File: config.mk
export PLATFORM = sky130hd
export DESIGN_NAME = ripple_adder_ctrl_flat
export DESIGN_NICKNAME = d
export VERILOG_FILES = /design/src/rtl/ripple_adder_ctrl_if.sv /design/src/rtl/ripple_adder_ctrl.sv /design/src/flat_wrapper.sv
export SDC_FILE = /design/constraint.sdc
export NUM_CORES = 1
export LEC_CHECK = 0
export ABC_AREA = 1
export BUFFER_PORTS_ARGS = -buffer_cell sky130_fd_sc_hd__buf_4
export CAP_MARGIN = 10
export CORE_MARGIN = 5
export CORE_UTILIZATION = 52
export CTS_CLUSTER_DIAMETER = 100
export DETAILED_ROUTE_END_ITERATION = 10
export GPL_ROUTABILITY_DRIVEN = 1
export PLACE_DENSITY = 0.82
export SLEW_MARGIN = 20
export SYNTH_ARGS = -nofsm -noshare
export SYNTH_HDL_FRONTEND = slang
export SYNTH_SLANG_ARGS = --single-unit
File: constraint.sdc
create_clock -name clk -period 2.3 [get_ports clk]
set_clock_uncertainty 0.2 [all_clocks]
set_input_delay 0.115 -clock clk [delete_from_list [all_inputs] [get_ports clk]]
set_output_delay 0.115 -clock clk [all_outputs]
set_load 0.02 [all_outputs]
File: src/rtl/ripple_adder_ctrl_if.sv
// ---------------------------------------------------------------------------
// ripple_adder_ctrl_if
// Operand/result handshake bundle shared by the controller and its environment.
// Revision: 1.0 - initial release
// ---------------------------------------------------------------------------
`default_nettype none

interface ripple_adder_ctrl_if #(
  parameter int WIDTH = 4
);
  logic             in_valid;
  logic             in_ready;
  logic [WIDTH-1:0] in_a;
  logic [WIDTH-1:0] in_b;
  logic [WIDTH-1:0] add_a;
  logic [WIDTH-1:0] add_b;
  logic [WIDTH-1:0] add_sum;
  logic             out_valid;
  logic             out_ready;
  logic [WIDTH-1:0] out_sum;
  logic             out_wrap;
  logic             busy;

  modport slave (
    input  in_valid, in_a, in_b, add_sum, out_ready,
    output in_ready, add_a, add_b, out_valid, out_sum, out_wrap, busy
  );

  modport master (
    output in_valid, in_a, in_b, add_sum, out_ready,
    input  in_ready, add_a, add_b, out_valid, out_sum, out_wrap, busy
  );
endinterface

`default_nettype wire

File: src/rtl/ripple_adder_ctrl.sv
// ---------------------------------------------------------------------------
// ripple_adder_ctrl
// Registers operands for an external ripple adder, waits SETTLE cycles, then
// captures the sum and unsigned-overflow flag behind a valid/ready handshake.
// Revision: 1.0 - initial release
// ---------------------------------------------------------------------------
`default_nettype none

module ripple_adder_ctrl #(
  parameter int WIDTH  = 4,
  parameter int SETTLE = 2
) (
  input wire logic               clk,
  input wire logic               rst_n,
  ripple_adder_ctrl_if.slave     bus
);

  localparam logic [1:0] c_idle   = 2'd0;
  localparam logic [1:0] c_settle = 2'd1;
  localparam logic [1:0] c_hold   = 2'd2;

  // SETTLE is limited to 1..15 so the load value always fits the 4-bit counter.
  localparam logic [3:0] c_cnt_load = 4'(SETTLE - 1);

  logic [1:0]       r_state;
  logic [1:0]       w_state_nxt;
  logic [3:0]       r_cnt;
  logic [3:0]       w_cnt_nxt;

  logic [WIDTH-1:0] r_add_a;
  logic [WIDTH-1:0] r_add_b;
  logic [WIDTH-1:0] r_out_sum;
  logic             r_out_wrap;
  logic             r_out_valid;

  logic             w_in_ready;
  logic             w_busy;
  logic             w_accept;
  logic             w_done;
  logic             w_release;

  always_ff @(posedge clk or negedge rst_n) begin
    if (!rst_n) begin
      r_state <= c_idle;
      r_cnt   <= 4'd0;
    end else begin
      r_state <= w_state_nxt;
      r_cnt   <= w_cnt_nxt;
    end
  end

  always_comb begin
    w_state_nxt = r_state;
    w_cnt_nxt   = r_cnt;
    case (r_state)
      c_idle: begin
        if (bus.in_valid) begin
          w_state_nxt = c_settle;
          w_cnt_nxt   = c_cnt_load;
        end
      end
      c_settle: begin
        if (r_cnt == 4'd0) begin
          w_state_nxt = c_hold;
        end else begin
          w_cnt_nxt = r_cnt - 4'd1;
        end
      end
      c_hold: begin
        if (bus.out_ready) begin
          w_state_nxt = c_idle;
        end
      end
      default: begin
        w_state_nxt = c_idle;
        w_cnt_nxt   = 4'd0;
      end
    endcase
  end

  always_comb begin
    w_in_ready = (r_state == c_idle);
    w_busy     = (r_state != c_idle);
    w_accept   = w_in_ready & bus.in_valid;
    w_done     = (r_state == c_settle) & (r_cnt == 4'd0);
    w_release  = (r_state == c_hold) & bus.out_ready;
  end

  // Overflow of an unsigned add shows up as a sum smaller than either operand.
  always_ff @(posedge clk or negedge rst_n) begin
    if (!rst_n) begin
      r_add_a     <= '0;
      r_add_b     <= '0;
      r_out_sum   <= '0;
      r_out_wrap  <= 1'b0;
      r_out_valid <= 1'b0;
    end else begin
      if (w_accept) begin
        r_add_a <= bus.in_a;
        r_add_b <= bus.in_b;
      end
      if (w_done) begin
        r_out_sum   <= bus.add_sum;
        r_out_wrap  <= (bus.add_sum < r_add_a);
        r_out_valid <= 1'b1;
      end else if (w_release) begin
        r_out_valid <= 1'b0;
      end
    end
  end

  assign bus.in_ready  = w_in_ready;
  assign bus.busy      = w_busy;
  assign bus.add_a     = r_add_a;
  assign bus.add_b     = r_add_b;
  assign bus.out_sum   = r_out_sum;
  assign bus.out_wrap  = r_out_wrap;
  assign bus.out_valid = r_out_valid;

endmodule

`default_nettype wire
File: src/flat_wrapper.sv
// flat-port wrapper written by rule: the top's interface ports become plain ports
module ripple_adder_ctrl_flat 
#(
  parameter int WIDTH  = 4,
  parameter int SETTLE = 2
)
  (clk, rst_n, bus_in_valid, bus_in_a, bus_in_b, bus_add_sum, bus_out_ready, bus_in_ready, bus_add_a, bus_add_b, bus_out_valid, bus_out_sum, bus_out_wrap, bus_busy);
  ripple_adder_ctrl_if #(.WIDTH(WIDTH)) bus_i ();
  input wire logic clk;
  input wire logic rst_n;
  input wire logic [$bits(bus_i.in_valid)-1:0] bus_in_valid;
  input wire logic [$bits(bus_i.in_a)-1:0] bus_in_a;
  input wire logic [$bits(bus_i.in_b)-1:0] bus_in_b;
  input wire logic [$bits(bus_i.add_sum)-1:0] bus_add_sum;
  input wire logic [$bits(bus_i.out_ready)-1:0] bus_out_ready;
  output wire logic [$bits(bus_i.in_ready)-1:0] bus_in_ready;
  output wire logic [$bits(bus_i.add_a)-1:0] bus_add_a;
  output wire logic [$bits(bus_i.add_b)-1:0] bus_add_b;
  output wire logic [$bits(bus_i.out_valid)-1:0] bus_out_valid;
  output wire logic [$bits(bus_i.out_sum)-1:0] bus_out_sum;
  output wire logic [$bits(bus_i.out_wrap)-1:0] bus_out_wrap;
  output wire logic [$bits(bus_i.busy)-1:0] bus_busy;
  assign bus_i.in_valid = bus_in_valid;
  assign bus_i.in_a = bus_in_a;
  assign bus_i.in_b = bus_in_b;
  assign bus_i.add_sum = bus_add_sum;
  assign bus_i.out_ready = bus_out_ready;
  assign bus_in_ready = bus_i.in_ready;
  assign bus_add_a = bus_i.add_a;
  assign bus_add_b = bus_i.add_b;
  assign bus_out_valid = bus_i.out_valid;
  assign bus_out_sum = bus_i.out_sum;
  assign bus_out_wrap = bus_i.out_wrap;
  assign bus_busy = bus_i.busy;
  ripple_adder_ctrl #(.WIDTH(WIDTH), .SETTLE(SETTLE)) u_core (.clk(clk), .rst_n(rst_n), .bus(bus_i));
endmodule
* Word-level counts from Yosys, hierarchy flattened
Cells that the tools add are included.
Widths: inputs -> output; s select.
** Storage, ports and cells
- Register bits after elaboration :: 20
- Bits of input ports :: 16
- Output and inout bits :: 16
- Logic and storage cells :: 34
** Operators by class
- Add/sub/neg operators :: 1
- Order comparisons :: 1
- Eq/ne operators :: 6
- Mux-type cells :: 9
- Bitwise gates (word level) :: 4
- Reductions and logical operators :: 6
** Operators by type and width (count)
- $pmux 4 s3 :: 1
- $mux 4 :: 2
- $ne 2x2->1 const B :: 4
- $mux 2 :: 3
- $pmux 2 s3 :: 1
- $reduce_and 3->1 :: 2
- $logic_not 4->1 :: 1
- $lt 4x4->1 :: 1
- $reduce_bool 2->1 :: 2
- $sub 4x1->4 const B :: 1
- $and 1x1->1 :: 3
- $eq 2x1->1 const B :: 1
- $eq 2x2->1 const B :: 1
- $logic_not 2->1 :: 1
- $mux 1 :: 2
- $not 1->1 :: 1

* Depth between registers and ports, before layout
Gate-level depths: netlist (run 1).
- Word-level depth :: 4
- Depth in mapped cells :: 7
- Depth with buffers taken out :: 7

* Worst setup path after synthesis (run 1)
Ideal clock, no wire load.
- Path type :: register to register
- Start :: register u_core.r_state[1]
- End :: register u_core.r_add_a[3] (netlist: u_core.bus.add_a[3])
- Setup time :: 0.121 ns
- Arrival :: 1.059 ns
- Required time :: 1.979 ns
- Setup slack :: 0.919 ns
- Stages on the path, launching flop included :: 6
- Cell sequence :: dfrtp_1 -> nor2_4 -> nand2_2 -> buf_6 -> nor2_1 -> a21oi_1
** On the way
- Longest elaborated chain between the ends :: 2
** Ends and longest elaborated chain
- start: declaration :: line ripple_adder_ctrl.sv:25 : logic [1:0] r_state;
- start signal: assignment :: line ripple_adder_ctrl.sv:44 : r_state <= c_idle;
- start signal: assignment :: line ripple_adder_ctrl.sv:47 : r_state <= w_state_nxt;
- $logic_not 2->1 :: line ripple_adder_ctrl.sv:82 : w_in_ready = (r_state == c_idle);
- net bus_in_ready :: line flat_wrapper.sv:16 : output wire logic [$bits(bus_i.in_ready)-1:0] bus_in_ready;
- $and 1x1->1 :: line ripple_adder_ctrl.sv:84 : w_accept = w_in_ready & bus.in_valid;
- end signal: assignment :: line ripple_adder_ctrl.sv:99 : r_add_a <= bus.in_a;
- end: declaration :: line ripple_adder_ctrl.sv:30 : logic [WIDTH-1:0] r_add_a;
The timed path passes the listed nets, and every way through them passes these cells.
A chain may end at the register's enable or synchronous reset.

* Worst setup path in the final report (run 1)
- Start :: register u_core.r_state[1]
- End :: register u_core.r_add_b[1] (netlist: u_core.bus.add_b[1])
** On the way
- Longest elaborated chain between the ends :: 2
** Ends and longest elaborated chain
- $logic_not 2->1 :: line ripple_adder_ctrl.sv:82
- $and 1x1->1 :: line ripple_adder_ctrl.sv:84
- end signal: assignment :: line ripple_adder_ctrl.sv:100 : r_add_b <= bus.in_b;
- end: declaration :: line ripple_adder_ctrl.sv:31 : logic [WIDTH-1:0] r_add_b;
Every way passes these cells.

==> run metrics, run 1 <==
status finished, final reports clean; Port-buffer cells 31; initial drt markers 13; crit-path max FO 9; Syn Inst Count 112; pwr dens 1358 mW/mm²; die area 0.002802 mm²; vias in the first global route 962; commonest non-fill, non-tap cells in the layout nand2_1 (40), buf_4 (31), dlygate4sd3_1 (20), dfrtp_1 (20), inv_1 (13); share of cells above drive strength 1 25.30%; Area growth syn-to-layout 52.74%; reg2reg end u_core.bus.add_b[1]; DIE WIDTH 52.93 µm; number of antenna violations at the first check in global routing 0; Vias/cell 4.874; die height 52.93 µm; crit end category register; family with the most delay on the worst path buffers and inverters; Tot GR Track Use 20.42%; GRT overflow 0; drt pass-1 iters 4; Syn Area/Cell 8.557 µm²; Seq cells post-synth 20; top cells by area, synth dfrtp_1 (52%), nand2_1 (16%), ha_1 (5.2%); nets 187; post-route ant nets 0; CP max stage delay 0.58 ns; CP endpoint u_core.bus.add_b[1]; Slew Limit Fails 0; Setup WS pre-CTS 0.8447 ns; worst r2r src u_core.r_state[1]; Cell variety after synth 16; CTS tree done; Synth Net Count 132; core area 0.001745 mm²; DR vias 931; largest net degree at the start of global routing 21; P_leak 0.7732 nW; Max VDD drop 923.7 µV; R2R Setup Slk 0.56 ns; WS Path Type register to register; Post-Route WL 2433 µm; Final Hold Vio Count 0; max cap viols 0; Setup Viol. Count Final 0; footprint of the multi-input gates 390.4 µm²; Seq/Total Area, Yosys 52.22%; Filler cells 116; CP Data Arrival Time 1.80 ns; CTS Buf Count 3; total stage count of the critical path 4; H-Tree Depth 1; Initial Util 54.91%; Sequential Area 500.5 µm²; Synth warnings 0; Worst Setup Start Kind register; maximum clock rate 0.5741 GHz; hold crit path type input port to asynchronous set/reset pin; Slowest-stage cell, CP dlygate4sd3_1; Routed wire per std cell 12.74 µm; first-pass GRT wire length 4119 µm; unrepaired setup endpoints after global routing false; worst hold slack 0.003990 ns; clock sinks 20; fin crit share 75.74%; setup repair bufs after CTS 0; Buf/Inv on CP 1; worst skew pair latency 0.31 ns; Max clock buf depth 2; Worst-path clk slew 0.12 ns; drt drc 0; row count 15; gpl congestion 0.8017; Mapped Area 958.4 µm²; Crit. Startpoint u_core.r_state[1]; Slew HR 80.98%; Worst-Margin Slew 0.2834 ns; worst setup margin 0.5581 ns; DP Wirelength 1551 µm; worst path cell trace nor2_4 -> nand3_1 -> dlygate4sd3_1 -> nand2_1; post-synth top area cell dfrtp_1; area share of the largest cell type after synthesis 52.22%; Inserted Diodes 0; Clock Tree Root clkbuf_4; Total Neg Setup Slack 0 ns; CP Data Required Time 2.35 ns; commonest non-fill, non-tap cell in the layout nand2_1; I/O pins 32; Final Power 1.988 mW; min cycle time layout 1.742 ns; worst r2r path cells 4
-- sequential cells by signal (all words and copies together) (netlist names) --
signal and flops:
u_core.bus.out_valid 1, u_core.r_cnt 4, u_core.bus.out_wrap 1, u_core.bus.add_b 4, u_core.bus.add_a 4, u_core.r_state 2, u_core.bus.out_sum 4
-- cell families after synthesis --
kind of cell	after synthesis	share of synthesized area (%)
simple gates	58	27.81
fa+ha+maj	4	5.222
buf+inv	16	7.050
xor+xnor	1	0.9140
flops	20	52.22
compound gates	13	6.787
-- what timing repair did --
item                      4_1_cts  5_1_grt
hold buffers                   20        0
resized for setup               0        0
hold endpoints to repair       35        0
-- worst min-delay path by stage --
stage | from | to | slack [ns] | depth (start not counted)
2_1_floorplan | rst_n | u_core.bus.add_a[0] | -0.38 | 0
3_3_place_gp | rst_n | u_core.r_cnt[3] | -0.19 | 1
3_5_place_dp | rst_n | u_core.bus.out_sum[0] | -0.19 | 1
4_1_cts | rst_n | u_core.r_cnt[1] | 0.002 | 2
5_1_grt | rst_n | u_core.bus.add_a[1] | 0.004 | 2
6_report | rst_n | u_core.bus.add_a[1] | 0.004 | 2
-- metal layers --
metal / wire length [µm] / track usage [%] / part of all wire [%] / vias up
met4: 34 / 7.660 / 1.4 / 0
li1: - / - / - / 459
met5: 0 / 0 / 0 / -
met3: 160 / 4.507 / 6.6 / 2
met1: 998 / 22.90 / 41 / 435
met2: 1240 / 37.19 / 51 / 35
-- report_power, final --
part	switching, mW	internal (mW)	total, mW
logic	0.639	0.432	1.07
registers	0.117	0.514	0.632
clock network	0.109	0.176	0.285
-- synth_stat cells --
library cell	count
o21ai_0	3
nand3_4	1
ha_1	4
nor2_4	2
nand3_1	8
nor2_1	5
inv_2	2
nand2_2	1
xor2_1	1
a21oi_1	5
inv_1	13
nand2_4	1
buf_6	1
nand2_1	40
dfrtp_1	20
o21ai_1	5
-- stage by stage --
| step | cell area (µm²) | instances | utilization, % |
|---|---|---|---|
| after floorplan | 958.4 | 112 | - |
| after global placement | 1211 | 167 | 69.39 |
| after detailed placement | 1211 | 167 | 69.39 |
| after CTS | 1464 | 191 | 83.87 |
| after global routing | 1464 | 191 | 83.87 |
| final | 1464 | 191 | 83.87 |
-- worst reg2reg max path, cell delays in order (launching register included) --
cell	delay, ns
dfrtp_1	0.48
nor2_4	0.24
nand3_1	0.11
dlygate4sd3_1	0.58
nand2_1	0.07
-- final cells by class --
type                    count  area share (%)
clock buffers               3           1.538
repair buffers             51           29.57
flip-flops and latches     20           34.19
multi-input cells          76           26.67
well taps                  25           2.137
inverters                  15           3.846
clock inverters             1           2.051
No activity file was read; power rests on OpenSTA's default activity.
==> run 2: changes to the inputs <==
- CORE_UTILIZATION: 52 -> 48
- PLACE_DENSITY: 0.82 -> 0.77
- clock period: 2.3 -> 1.8 ns (I/O delays scaled with it)
==> run metrics, run 2 (same netlist as run 1, synthesis figures left out) <==
Final Hold Vio Count 20; status finished with violations; Power Internal 1.386 mW; DP Wirelength 1532 µm; crit end category register; Sequential Power Share 32.3%; number of antenna violations at the first check in global routing 0; crit-path max FO 8; gpl congestion 0.7737; I/O pins 32; Area growth syn-to-layout 53.66%; CTS Buf Count 3; initial drt markers 24; fin crit share 92.28%; Max VDD drop 1197 µV; core area 0.001942 mm²; nets 190; post-route ant nets 0; Slowest-stage cell, CP dlygate4sd3_1; worst skew pair latency 0.30 ns; row count 16; Initial Util 49.36%; worst setup margin 0.1390 ns; share of cells above drive strength 1 26.63%; WS Path Type register to register; commonest non-fill, non-tap cells in the layout nand2_1 (40), buf_4 (34), dlygate4sd3_1 (20), dfrtp_1 (20), inv_1 (13); drt pass-1 iters 4; max cap viols 0; Slew HR 83.51%; CP Data Arrival Time 1.72 ns; family with the most delay on the worst path buffers and inverters; Comb pwr share 57.0%; die area 0.002990 mm²; die height 54.69 µm; Slew Limit Fails 0; unrepaired setup endpoints after global routing false; worst r2r src u_core.r_state[1]; Worst-path clk slew 0.12 ns; CP max stage delay 0.58 ns; DIE WIDTH 54.69 µm; DR vias 930; pwr dens 1683 mW/mm²; GRT overflow 0; Setup Viol. Count Final 0; P_leak 0.7803 nW; Post-Route WL 2300 µm; Buf/Inv on CP 1; largest net degree at the start of global routing 21; Crit. Startpoint u_core.r_state[1]; maximum clock rate 0.6020 GHz; vias in the first global route 868; Psw 1.093 mW; failing checks hold timing; Max clock buf depth 2; Total Neg Setup Slack 0 ns; Final Power 2.479 mW; reg2reg end u_core.bus.add_b[0]; Worst Setup Start Kind register; Routed wire per std cell 11.73 µm; worst hold slack -0.01928 ns; Sw Ratio 44.09%; drt drc 0; first-pass GRT wire length 3670 µm; clock sinks 20; Tot GR Track Use 17.68%; R2R Setup Slk 0.14 ns; Clk pwr share 10.8%; hold crit path type input port to asynchronous set/reset pin; CP Data Required Time 1.85 ns; H-Tree Depth 1; commonest non-fill, non-tap cell in the layout nand2_1; Clock Tree Root clkbuf_4; Port-buffer cells 31; min cycle time layout 1.661 ns; Setup WS pre-CTS 0.3666 ns; worst r2r path cells 4; worst path cell trace nor2_4 -> nand3_1 -> dlygate4sd3_1 -> nand2_1; Vias/cell 4.745; Worst-Margin Slew 0.2474 ns; Filler cells 140; CTS tree done; Inserted Diodes 0; final core occ 75.84%
[run 2: cell types whose count changed in the layout (fill, tap and decap cells not counted), sizes merged]
cell / previous run / this run
bufinv: 1 / 0
buf: 31 / 34
clkbuf: 3 / 4
[run 2: layer usage]
| layer | vias to the layer above | wire length (µm) | global-route usage (%) |
|---|---|---|---|
| met2 | 26 | 1204 | 30.71 |
| li1 | 466 | - | - |
| met5 | - | 0 | 0 |
| met1 | 431 | 937 | 20.03 |
| met4 | 0 | 46 | 9.544 |
| met3 | 7 | 112 | 3.542 |
[run 2: worst max-delay path by stage]
stage / to / slack (ns) / cells past startpoint
finish: u_core.bus.add_b[0] / 0.14 / 4
global route: u_core.bus.add_b[1] / 0.02 / 4
CTS: u_core.bus.out_valid / 0.02 / 3
detailed placement: u_core.r_cnt[0] / 0.37 / 6
global placement: u_core.r_cnt[0] / 0.40 / 6
floorplan: u_core.bus.add_a[3] / 0.42 / 5
[run 2: worst register-to-register path, cell delays in order, from the launching register on]
cell and delay, ns:
dfrtp_1 0.46, nor2_4 0.21, nand3_1 0.09, dlygate4sd3_1 0.58, nand2_1 0.08
[run 2: stage by stage]
| stage | area (µm²) | std cells |
|---|---|---|
| 3_5_place_dp | 1214 | 169 |
| 6_report | 1473 | 196 |
| 3_3_place_gp | 1214 | 169 |
| 2_1_floorplan | 958.4 | 112 |
| 4_1_cts | 1460 | 194 |
| 5_1_grt | 1473 | 196 |
[run 2: layout make-up]
class | instances | area (µm²) | area share [%]
inverters | 15 | 56.30 | 3.823
clock buffers | 4 | 36.28 | 2.464
repair buffers | 54 | 455.4 | 30.93
multi-input cells | 76 | 390.4 | 26.51
flip-flops and latches | 20 | 500.5 | 33.98
well taps | 27 | 33.78 | 2.294
[run 2: power by group through the flow]
stage,registers [mW],clock network [mW],logic (mW)
finish,0.800,0.267,1.41
global route,0.829,0.289,1.57
CTS,0.801,0.270,1.34
detailed placement,0.808,0,1.28
global placement,0.806,0,1.26
floorplan,0.978,0,0.668
[run 2: what timing repair did]
item / in CTS / in global routing
setup buffers: 0 / 3
endpoints found under the setup margin: 0 / 22
endpoints found under the hold margin: 36 / 0
resized for setup: 0 / 0
hold buffers: 21 / 0
==> run 3: changes to the inputs <==
- clock period: 1.8 -> 1.9 ns (I/O delays scaled with it)
==> run metrics, run 3 (same netlist as run 1, synthesis figures left out) <==
post-CTS sizing 0; Max clock buf depth 2; CTS tree done; share of cells above drive strength 1 25.30%; number of antenna violations at the first check in global routing 0; crit-path max FO 9; worst hold slack -0.01326 ns; DR vias 916; worst r2r path cells 4; unrepaired setup endpoints after global routing false; Tot GR Track Use 17.68%; worst skew pair latency 0.30 ns; crit end category register; CP Data Required Time 1.95 ns; gpl congestion 0.7736; M1 WL 938 µm; clock sinks 20; fin crit share 90.46%; P_leak 0.7663 nW; initial drt markers 25; Initial Util 49.36%; core area 0.001942 mm²; min cycle time layout 1.719 ns; Total Neg Setup Slack 0 ns; Vias/cell 4.746; commonest non-fill, non-tap cells in the layout nand2_1 (40), buf_4 (31), dlygate4sd3_1 (20), dfrtp_1 (20), inv_1 (13); drt pass-1 iters 4; row count 16; Slew Limit Fails 0; Setup Viol. Count Final 0; die area 0.002990 mm²; die height 54.69 µm; first-pass GRT wire length 3670 µm; routed wl met3 122 µm; WS Path Type register to register; Max VDD drop 1069 µV; failing checks hold timing; Area growth syn-to-layout 51.31%; status finished with violations; I/O pins 32; Final Hold Vio Count 20; H-Tree Depth 1; vias in the first global route 868; hold crit path type input port to asynchronous set/reset pin; Clock Tree Root clkbuf_4; GRT overflow 0; Post-Route WL 2273 µm; Worst Setup Start Kind register; max cap viols 0; DP Wirelength 1532 µm; CTS Buf Count 3; Port-buffer cells 31; drt drc 0; Slew HR 83.47%; max layer used met4; largest net degree at the start of global routing 21; CP Data Arrival Time 1.77 ns; commonest non-fill, non-tap cell in the layout nand2_1; DIE WIDTH 54.69 µm; Worst-Margin Slew 0.2479 ns; Routed wire per std cell 11.78 µm; Inserted Diodes 0; post-route ant nets 0; Final Power 2.279 mW; maximum clock rate 0.5818 GHz; Filler cells 143; Worst-path clk slew 0.12 ns; pwr dens 1571 mW/mm²; setup repair bufs after CTS 0; met2 wire length 1166 µm; nets 187
## run 3: changes by cell type in the layout (fill, tap and decap cells not counted)
cell	delta
buf_4	-3
## run 3: through the flow
step	util [%]	instance area [µm²]	worst slack [ns]	cells
finish	74.68	1450	0.1813	193
global route	74.68	1450	0.06765	193
CTS	75.19	1460	0.1140	194
detailed placement	62.50	1214	0.4666	169
global placement	62.50	1214	0.5028	169
floorplan	-	958.4	0.5193	112
## run 3: layer usage
| layer | global-route usage [%] | vias up |
|---|---|---|
| li1 | - | 458 |
| met4 | 9.544 | 0 |
| met5 | 0 | - |
| met2 | 30.71 | 30 |
| met3 | 3.542 | 7 |
| met1 | 20.03 | 421 |
## run 3: area by class of cell
class | count | area (µm²) | area share (%)
timing repair buffer | 51 | 432.9 | 29.85
tap | 27 | 33.78 | 2.330
multi-input combinational | 76 | 390.4 | 26.92
sequential | 20 | 500.5 | 34.51
clock buffer | 4 | 36.28 | 2.502
inverter | 15 | 56.30 | 3.883
## run 3: path summary, 6_finish.rpt
| path | startpoint | endpoint | slack [ns] |
|---|---|---|---|
| max | u_core.r_state[1] | u_core.bus.add_b[1] | 0.18 |
| min | rst_n | u_core.bus.add_a[0] | -0.01 |
| max reg2reg | u_core.r_state[1] | u_core.bus.add_b[1] | 0.18 |
| min reg2reg | u_core.bus.out_sum[2] | u_core.bus.out_sum[2] | 0.30 |
| max in group asynchronous | rst_n | u_core.bus.out_valid | 1.31 |
| min in group clk | u_core.bus.out_sum[2] | u_core.bus.out_sum[2] | 0.30 |
## run 3: power by group
group,internal (mW),switching [mW]
sequential,0.623,0.135
combinational,0.520,0.748
clock,0.117,0.136
## run 3: timing repair
action                     in CTS  in global routing
setup endpoints to repair       0                 20
hold endpoints to repair       35                  0
hold buffers                   21                  0
## run 3: worst max-delay path, cell delays in order, from the launching register on
cell           delay [ns]
dfrtp_1              0.47
nor2_4               0.25
nand3_1              0.09
dlygate4sd3_1        0.58
nand2_1              0.08
